**config.mk**
```make
export PLATFORM = sky130hd
export DESIGN_NAME = line_fetch_ctrl
export DESIGN_NICKNAME = d
export VERILOG_FILES = /design/src/rtl/line_fetch_ctrl_pkg.sv /design/src/rtl/line_fetch_col_mask.sv /design/src/rtl/line_fetch_ctrl.sv
export SDC_FILE = /design/constraint.sdc
export NUM_CORES = 1
export LEC_CHECK = 0
export ABC_AREA = 0
export CORE_UTILIZATION = 30
export CTS_BUF_LIST = sky130_fd_sc_hd__clkbuf_4
export CTS_CLUSTER_SIZE = 16
export DETAILED_ROUTE_END_ITERATION = 12
export DONT_BUFFER_PORTS = 1
export PLACE_DENSITY_LB_ADDON = 0.25
export SYNTH_ARGS = -nofsm -noshare
export SYNTH_HDL_FRONTEND = slang
export SYNTH_SLANG_ARGS = --single-unit
```
**constraint.sdc**
```tcl
create_clock -name i_clk -period 6.8 [get_ports i_clk]
set_input_delay 1.02 -clock i_clk [delete_from_list [all_inputs] [get_ports i_clk]]
set_output_delay 1.02 -clock i_clk [all_outputs]
set_load 0.1 [all_outputs]
```
**src/rtl/line_fetch_ctrl_pkg.sv**
```systemverilog
// Shared constants, FSM state codes and address helper for the line fetch controller.
// Blanking of off-frame columns is enabled with the LINE_FETCH_BLANK_EN macro.
package line_fetch_ctrl_pkg;

    localparam int BYTES_PER_PIXEL   = 4;
    localparam int DEF_LINE_PIXELS   = 1024;
    localparam int DEF_ACTIVE_PIXELS = 640;
    localparam int DEF_BURST_WORDS   = 16;
    localparam int COL_W             = 11;

    typedef enum logic [1:0] {
        ST_IDLE = 2'd0,
        ST_REQ  = 2'd1,
        ST_DATA = 2'd2,
        ST_DONE = 2'd3
    } lf_state_e;

    // Byte address of the first fetched pixel; wraps modulo 2^32 in both directions.
    function automatic logic [31:0] line_start_addr(input logic [31:0]      base,
                                                    input logic [COL_W-1:0] off,
                                                    input logic             dir);
        logic [31:0] delta;
        delta = 32'(off) << $clog2(BYTES_PER_PIXEL);
        return dir ? (base - delta) : (base + delta);
    endfunction

endpackage

```
**src/rtl/line_fetch_col_mask.sv**
```systemverilog
// Flags a column as off-frame from the latched horizontal offset and direction.
// Only compiled in when LINE_FETCH_BLANK_EN is defined.
`ifdef LINE_FETCH_BLANK_EN
module line_fetch_col_mask
    import line_fetch_ctrl_pkg::*;
#(
    parameter int ACTIVE_PIXELS = DEF_ACTIVE_PIXELS
) (
    input  logic [COL_W-1:0] i_col,
    input  logic [COL_W-1:0] i_off,
    input  logic             i_dir,
    output logic             o_blank
);

    logic [COL_W:0] src_col;

    always_comb begin
        src_col = {1'b0, i_col} + {1'b0, i_off};
        o_blank = (i_col >= COL_W'(ACTIVE_PIXELS));
        if (i_dir) begin
            o_blank = o_blank | (i_col < i_off);
        end else begin
            o_blank = o_blank | (src_col >= (COL_W+1)'(ACTIVE_PIXELS));
        end
    end

endmodule
`endif

```
**src/rtl/line_fetch_ctrl.sv**
```systemverilog
// Fetches one stored line as sequential MPMC bursts and re-emits it as a column-tagged pixel stream.
// Define LINE_FETCH_BLANK_EN to force off-frame source columns to black.
module line_fetch_ctrl
    import line_fetch_ctrl_pkg::*;
#(
    parameter int LINE_PIXELS   = DEF_LINE_PIXELS,
    parameter int ACTIVE_PIXELS = DEF_ACTIVE_PIXELS,
    parameter int BURST_WORDS   = DEF_BURST_WORDS,
    parameter int DATA_W        = 32
) (
    input  logic              i_clk,
    input  logic              i_rst,
    input  logic              i_line_start,
    input  logic [31:0]       i_line_addr,
    input  logic [COL_W-1:0]  i_x_off,
    input  logic              i_x_dir,
    output logic              o_rd_req,
    output logic [31:0]       o_rd_addr,
    input  logic              i_rd_ack,
    input  logic [DATA_W-1:0] i_rd_data,
    input  logic              i_rd_valid,
    output logic [DATA_W-1:0] o_pix_data,
    output logic [COL_W-1:0]  o_pix_col,
    output logic              o_pix_valid,
    output logic              o_busy,
    output logic              o_line_done,
    output logic              o_overrun
);

    localparam int NUM_BURSTS = LINE_PIXELS / BURST_WORDS;
    localparam int BCNT_W     = (NUM_BURSTS > 1) ? $clog2(NUM_BURSTS) : 1;
    localparam int WCNT_W     = (BURST_WORDS > 1) ? $clog2(BURST_WORDS) : 1;

    localparam logic [31:0]       BURST_BYTES = 32'(BURST_WORDS * BYTES_PER_PIXEL);
    localparam logic [BCNT_W-1:0] LAST_BURST  = BCNT_W'(NUM_BURSTS - 1);
    localparam logic [WCNT_W-1:0] LAST_WORD   = WCNT_W'(BURST_WORDS - 1);

    if (LINE_PIXELS % BURST_WORDS != 0) begin : g_bad_burst
        $error("LINE_PIXELS must be a multiple of BURST_WORDS");
    end
    if (ACTIVE_PIXELS > LINE_PIXELS) begin : g_bad_active
        $error("ACTIVE_PIXELS must not exceed LINE_PIXELS");
    end

    lf_state_e         state_q, state_d;
    logic [31:0]       rd_addr_q, rd_addr_d;
    logic [BCNT_W-1:0] burst_cnt_q, burst_cnt_d;
    logic [WCNT_W-1:0] word_cnt_q, word_cnt_d;
    logic [COL_W-1:0]  col_q, col_d;
    logic [DATA_W-1:0] pix_data_q, pix_data_d;
    logic [COL_W-1:0]  pix_col_q, pix_col_d;
    logic              pix_valid_q, pix_valid_d;
    logic              line_done_q, line_done_d;
    logic              overrun_q, overrun_d;
    logic              blank;

`ifdef LINE_FETCH_BLANK_EN
    logic [COL_W-1:0]  off_q, off_d;
    logic              dir_q, dir_d;

    line_fetch_col_mask #(
        .ACTIVE_PIXELS (ACTIVE_PIXELS)
    ) u_col_mask (
        .i_col   (col_q),
        .i_off   (off_q),
        .i_dir   (dir_q),
        .o_blank (blank)
    );
`else
    assign blank = 1'b0;
`endif

    always_comb begin
        state_d     = state_q;
        rd_addr_d   = rd_addr_q;
        burst_cnt_d = burst_cnt_q;
        word_cnt_d  = word_cnt_q;
        col_d       = col_q;
        pix_data_d  = pix_data_q;
        pix_col_d   = pix_col_q;
        pix_valid_d = 1'b0;
        line_done_d = 1'b0;
        overrun_d   = overrun_q;
`ifdef LINE_FETCH_BLANK_EN
        off_d       = off_q;
        dir_d       = dir_q;
`endif

        // A start pulse is only accepted in IDLE; anywhere else it is flagged.
        if (i_line_start && (state_q != ST_IDLE)) begin
            overrun_d = 1'b1;
        end

        case (state_q)
            ST_IDLE: begin
                if (i_line_start) begin
                    state_d     = ST_REQ;
                    rd_addr_d   = line_start_addr(i_line_addr, i_x_off, i_x_dir);
                    burst_cnt_d = '0;
                    word_cnt_d  = '0;
                    col_d       = '0;
`ifdef LINE_FETCH_BLANK_EN
                    off_d       = i_x_off;
                    dir_d       = i_x_dir;
`endif
                end
            end
            ST_REQ: begin
                if (i_rd_ack) begin
                    state_d = ST_DATA;
                end
            end
            ST_DATA: begin
                if (i_rd_valid) begin
                    pix_valid_d = 1'b1;
                    pix_data_d  = blank ? '0 : i_rd_data;
                    pix_col_d   = col_q;
                    col_d       = col_q + 1'b1;
                    word_cnt_d  = word_cnt_q + 1'b1;
                    if (word_cnt_q == LAST_WORD) begin
                        word_cnt_d = '0;
                        if (burst_cnt_q == LAST_BURST) begin
                            state_d = ST_DONE;
                        end else begin
                            burst_cnt_d = burst_cnt_q + 1'b1;
                            rd_addr_d   = rd_addr_q + BURST_BYTES;
                            state_d     = ST_REQ;
                        end
                    end
                end
            end
            ST_DONE: begin
                state_d     = ST_IDLE;
                line_done_d = 1'b1;
            end
            default: state_d = ST_IDLE;
        endcase
    end

    always_ff @(posedge i_clk) begin
        if (i_rst) begin
            state_q     <= ST_IDLE;
            rd_addr_q   <= '0;
            burst_cnt_q <= '0;
            word_cnt_q  <= '0;
            col_q       <= '0;
            pix_data_q  <= '0;
            pix_col_q   <= '0;
            pix_valid_q <= 1'b0;
            line_done_q <= 1'b0;
            overrun_q   <= 1'b0;
        end else begin
            state_q     <= state_d;
            rd_addr_q   <= rd_addr_d;
            burst_cnt_q <= burst_cnt_d;
            word_cnt_q  <= word_cnt_d;
            col_q       <= col_d;
            pix_data_q  <= pix_data_d;
            pix_col_q   <= pix_col_d;
            pix_valid_q <= pix_valid_d;
            line_done_q <= line_done_d;
            overrun_q   <= overrun_d;
        end
    end

`ifdef LINE_FETCH_BLANK_EN
    always_ff @(posedge i_clk) begin
        if (i_rst) begin
            off_q <= '0;
            dir_q <= 1'b0;
        end else begin
            off_q <= off_d;
            dir_q <= dir_d;
        end
    end
`endif

    assign o_rd_req    = (state_q == ST_REQ);
    assign o_rd_addr   = rd_addr_q;
    assign o_busy      = (state_q != ST_IDLE);
    assign o_pix_data  = pix_data_q;
    assign o_pix_col   = pix_col_q;
    assign o_pix_valid = pix_valid_q;
    assign o_line_done = line_done_q;
    assign o_overrun   = overrun_q;

endmodule

```
# Word-level counts from Yosys, hierarchy flattened
# Index checks and enable logic that the tools add are counted.
# W data, S select, Z words.
[word_totals]
regBits = 101
latchBits = 0
mem_bits_rw = 0
rom_bits = 0
input_bits = 81
output_inout_bits = 80
elab_cells = 62
n_memories = 0
[op_classes]
n_addsub = 6
mul = 0
div_mod_pow = 0
magnitude_cmp = 0
eq_ne = 10
n_shift = 0
muxes = 26
bitwise_logic = 1
n_reduce_logical = 9
[ops]
columns = ["cell", "n"]
rows = [
  ["$mux W32", 5],
  ["$pmux W32 S2", 1],
  ["$add A32 B13 Y32", 1],
  ["$add A32 B7 Y32 const B", 1],
  ["$sub A32 B13 Y32", 1],
  ["$mux W6", 4],
  ["$mux W11", 2],
  ["$pmux W11 S2", 1],
  ["$mux W4", 3],
  ["$pmux W6 S2", 1],
  ["$add A11 B1 Y11 const B", 1],
  ["$mux W2", 5],
  ["$ne A2 B2 Y1 const B", 4],
  ["$pmux W2 S4", 1],
  ["$pmux W4 S2", 1],
  ["$add A6 B1 Y6 const B", 1],
  ["$eq A6 B6 Y1 const B", 1],
  ["$reduce_and A5 Y1", 1],
  ["$add A4 B1 Y4 const B", 1],
  ["$eq A2 B2 Y1 const B", 2],
  ["$eq A4 B4 Y1 const B", 1],
  ["$reduce_and A4 Y1", 1],
  ["$reduce_bool A2 Y1", 2],
  ["$reduce_and A3 Y1", 1],
  ["other kinds (8)", 9],
]

# Depth between registers and ports, before layout
[logic_depth]
depth_word = 5
depth_mapped = 16
mapped_depth_nobuf = 15

# Worst setup path after synthesis
# OpenSTA, ideal clock, no wires.
[synth_path]
kind = "input to register"
start = "in i_x_off[4]"
end = "reg rd_addr_q[27] (netlist: o_rd_addr[27])"
setup_time_ps = 133
arrival_ps = 3990
required_time_ps = 6667
setup_slack_ps = 2677
stages = 16
path_buffers = 1
cell_sequence = "nor3_1 -> nand2_1 -> nor3_2 -> and3_1 -> clkbuf_1 -> ha_1 -> mux2i_1 -> ha_1 -> a21o_1 -> a211oi_1 -> o2bb2ai_1 -> a31oi_1 -> a21boi_0 -> nand3_1 -> o41ai_1 -> o22ai_1"
[synth_via]
elab_chain_len = 4
elab_cells_between_ends = 5
[synth_rtl]
columns = ["item", "line_no", "text"]
rows = [
  ["start: declaration", "line_fetch_ctrl.sv:15", "input logic [COL_W-1:0] i_x_off,"],
  ["$add A32 B13 Y32 or $sub A32 B13 Y32 (tied branches)", "line_fetch_ctrl_pkg.sv:24", "return dir ? (base - delta) : (base + delta);"],
  ["$mux W32 *", "line_fetch_ctrl_pkg.sv:24", ""],
  ["$mux W32 *", "line_fetch_ctrl.sv:96", "if (i_line_start) begin"],
  ["$pmux W32 S2 *", "line_fetch_ctrl.sv:94", "case (state_q)"],
  ["end signal: assignment", "line_fetch_ctrl.sv:154", "rd_addr_q <= rd_addr_d;"],
  ["end: declaration", "line_fetch_ctrl.sv:46", "logic [31:0] rd_addr_q, rd_addr_d;"],
]
# Mark *: on every way between the ends. The rest lies on a longest branch, timed or not. The select of a mux whose other input is x is not followed.
# A chain may end at the register's enable or synchronous reset.

# Worst setup path after layout
# Ends and elaborated chain as after synthesis.

==> metrics.md <==
| Metric | Value |
|---|---|
| Worst Path Max Fanout | 8 |
| Clock sink total | about 100 |
| Sequential area share after synthesis | 0.323 |
| Post-CTS setup buffer count | 0 |
| Critical path class | input port to flip-flop |
| Critical Path Start Type | input port |
| HPWL after DPL | 13,000 µm |
| Final slew viol count | 0 |
| F_max | around 250 MHz |
| Worst EP arrival | approximately 4.4 ns |
| Power Density | between 200 and 250 nW/µm² |
| Max incr delay on CP | 0.43 ns |
| Crit path launch | i_x_off[4] |
| Root Buffer | clkbuf_4 |
| RSZ-0062 raised after global routing | false |
| Total GRT Usage | 0.164 |
| Count of hold-fix buffers inserted at cts | 0 |
| Starting DRT DRC Count | approximately 270 |
| CP endpoint kind | flip-flop |
| Syn nets | around 950 |
| Seq cells post-synth | approximately 100 |
| Most frequent cell after synthesis | nand2_1 |
| Layout Nets | just over 900 |
| Fraction of layout cells with a size suffix above 1 | 0.0541 |
| Worst Hold Class | flip-flop to flip-flop |
| Post-DR wirelength/cell | approximately 16 µm |
| Setup tns final | 0 ns |
| I/O Pins | approximately 160 |
| Most used DFF post-synth | dfxtp_1 |
| Initial core utilization | 0.308 |
| Worst-path clk slew | between 0.15 and 0.2 ns |
| Number of synthesized flops with an enable pin | 0 |
| CTS resizes | 0 |
| Synth top cells by count | nand2_1 (145), a21oi_1 (122), dfxtp_1 (101), nor2_1 (73), clkbuf_1 (47) |
| Die area | around 21,000 µm² |
| Clock buffer depth | 2 |
| Port Buffers | 0 |
| Top cells by area, synth | dfxtp_1 (32%), a21oi_1 (9.8%), nand2_1 (8.7%) |
| Power Total | about 1500 µW |
| Area delta synth->final | 5.96% |
| Grt total ovfl | 0 |
| Crit path time final | between 4 and 5 ns |
| DR vias/cell | between 5 and 6 |
| Num CTS Buffers | 9 |
| Largest area contributor in the synthesized netlist | dfxtp_1 |
| Syn avg cell area | approximately 7.5 µm² |
| Ys Warns | 0 |
| Final setup vio count | 0 |
| Routed wire length | 17,400 µm |
| FP Rows | 52 |
| First-pass GRT wire length | roughly 28,000 µm |
| Tightest Pin Transition | 1.19 ns |
| Hold Vio Cnt, Final | 0 |
| H-tree depth | 3 |
| Max IR drop VDD | 67.3 µV |
| Die width | roughly 150 µm |
| Syn Inst Count | between 800 and 900 |
| Residual DRC | 0 |
| Post-synth cell types | 65 |
| Placer Congestion | slightly below 0.9 |
| R2r startpoint | o_rd_addr[6] |
| Routed Antenna Nets | 0 |
| Largest net degree at the start of global routing | 88 |
| Outcome | complete, no violations |
| Syn Std Cell Area | roughly 6300 µm² |
| CP dominant cell by count | ha_1 |
| R2r setup slk | 3.28 ns |
| Die Y | around 150 µm |
| TritonCTS clock tree | built |
| Max-cap violations | 0 |
| Rel. slew slack | 0.204 |
| LEAKAGE | 0.00238 µW |
| Number of global-route vias before repair | 5,344 |
| Crit path cell chain | nor3_1, nand2_1, nor3_2, and3_1, ha_1, mux2i_1, ha_1, a21o_1, a211oi_1, o2bb2ai_1, a31oi_1, a21boi_0, nand3_1, o41ai_1, o22ai_1 |
| Worst Min Path Start | col_q[9] |
| Worst skew pair latency | ~0.47 ns |
| Via count | 5,670 |
| Initial antenna violation count | 1 |
| Critical-path top delay cell | a21boi_0 |
| DR pass1 iterations | 4 |
| FILL cells | around 2,300 |
| CP top delay family | compound AO/OA/AOI/OAI gates |
| Post-synth top area share | 0.323 |
| Crit path buffers/inverters | 0 |
| Setup Skew | about 0.019 ns |
| Async SR Flop Fraction | 0 |
| CORE AREA | approximately 20,000 µm² |
| Fin crit share | 0.589 |
| Req. time, crit path | between 7 and 8 ns |
[power breakdown]
part	leakage [µW]	switching (µW)	internal, µW
sequential	0.000821	186	620
clock	0.0000636	218	80.3
combinational	0.00150	244	135
total	0.00238	648	834
[cells in the final DEF, fill, tap and decap left out, types with 16 or more instances in the layout]
cell type | Yosys | layout
nand2_1 | 145 | 145
a21oi_1 | 122 | 122
dfxtp_1 | 101 | 101
nor2_1 | 73 | 72
ha_1 | 35 | 35
o21ai_0 | 33 | 33
nand3_1 | 25 | 25
xnor2_1 | 24 | 24
inv_1 | 21 | 21
a21o_1 | 19 | 19
xor2_1 | 16 | 16
[tightest hold or removal path: cells and delay by family (launching register included)]
family           cells  cell delay, ns
AO/OA/AOI/OAI        1            0.05
AND/OR/NAND/NOR      1            0.06
flip-flops           1            0.36
[cell type report]
type	instances	area, µm²	area share
multi-input cells	661	3960	0.597
flip-flops and latches	101	2020	0.305
well taps	270	338	0.0510
clock buffers	9	67.6	0.0102
diodes	1	2.50	0.000378
clock inverters	7	58.8	0.00888
inverters	22	82.6	0.0125
repair buffers	13	97.6	0.0147
[sequential cells by signal (all words and copies together) (netlist names)]
register	count
burst_cnt_q	6
col_q	11
o_line_done	1
o_overrun	1
o_pix_col	11
o_pix_data	32
o_pix_valid	1
o_rd_addr	32
state_q	2
word_cnt_q	4
[path summary, 6_finish.rpt]
check,end,cells past startpoint
setup reg to reg,o_rd_addr[30],8
hold reg to reg,o_pix_col[9],2
setup / recovery,o_rd_addr[27],15
hold / removal,o_pix_col[9],2
[kinds of logic (layout without fill, tap and decap cells)]
logic type | Yosys count | in the layout | share of synthesized area
adder cells (fa/ha/maj) | 36 | 36 | 0.0733
XOR/XNOR | 40 | 40 | 0.0560
multiplexers | 4 | 4 | 0.00641
AND/OR/NAND/NOR | 319 | 319 | 0.228
buffers and inverters | 74 | 51 | 0.0446
other | 0 | 1 | 0
flip-flops | 101 | 101 | 0.323
AO/OA/AOI/OAI | 262 | 262 | 0.268
[metal layers]
layer | up-vias | GRT usage | routed length [µm]
met4 | 0 | 0.0495 | 227
met3 | 16 | 0.0528 | 1260
met5 | - | 0 | 0
met2 | 149 | 0.260 | 7630
li1 | 2927 | - | -
met1 | 2578 | 0.212 | 8280
[through the flow]
step	util	hold WS [ns]	std cells	instance area [µm²]	worst slack, ns
finish	0.326	0.476	1084	6620	2.80
global route	0.326	0.497	1084	6620	2.44
CTS	0.326	0.469	1083	6620	2.86
detailed placement	0.320	0.460	1067	6490	2.29
global placement	0.320	0.455	1067	6490	2.40
floorplan	-	0.442	836	6250	2.68
(Power assumes the default switching activity.)
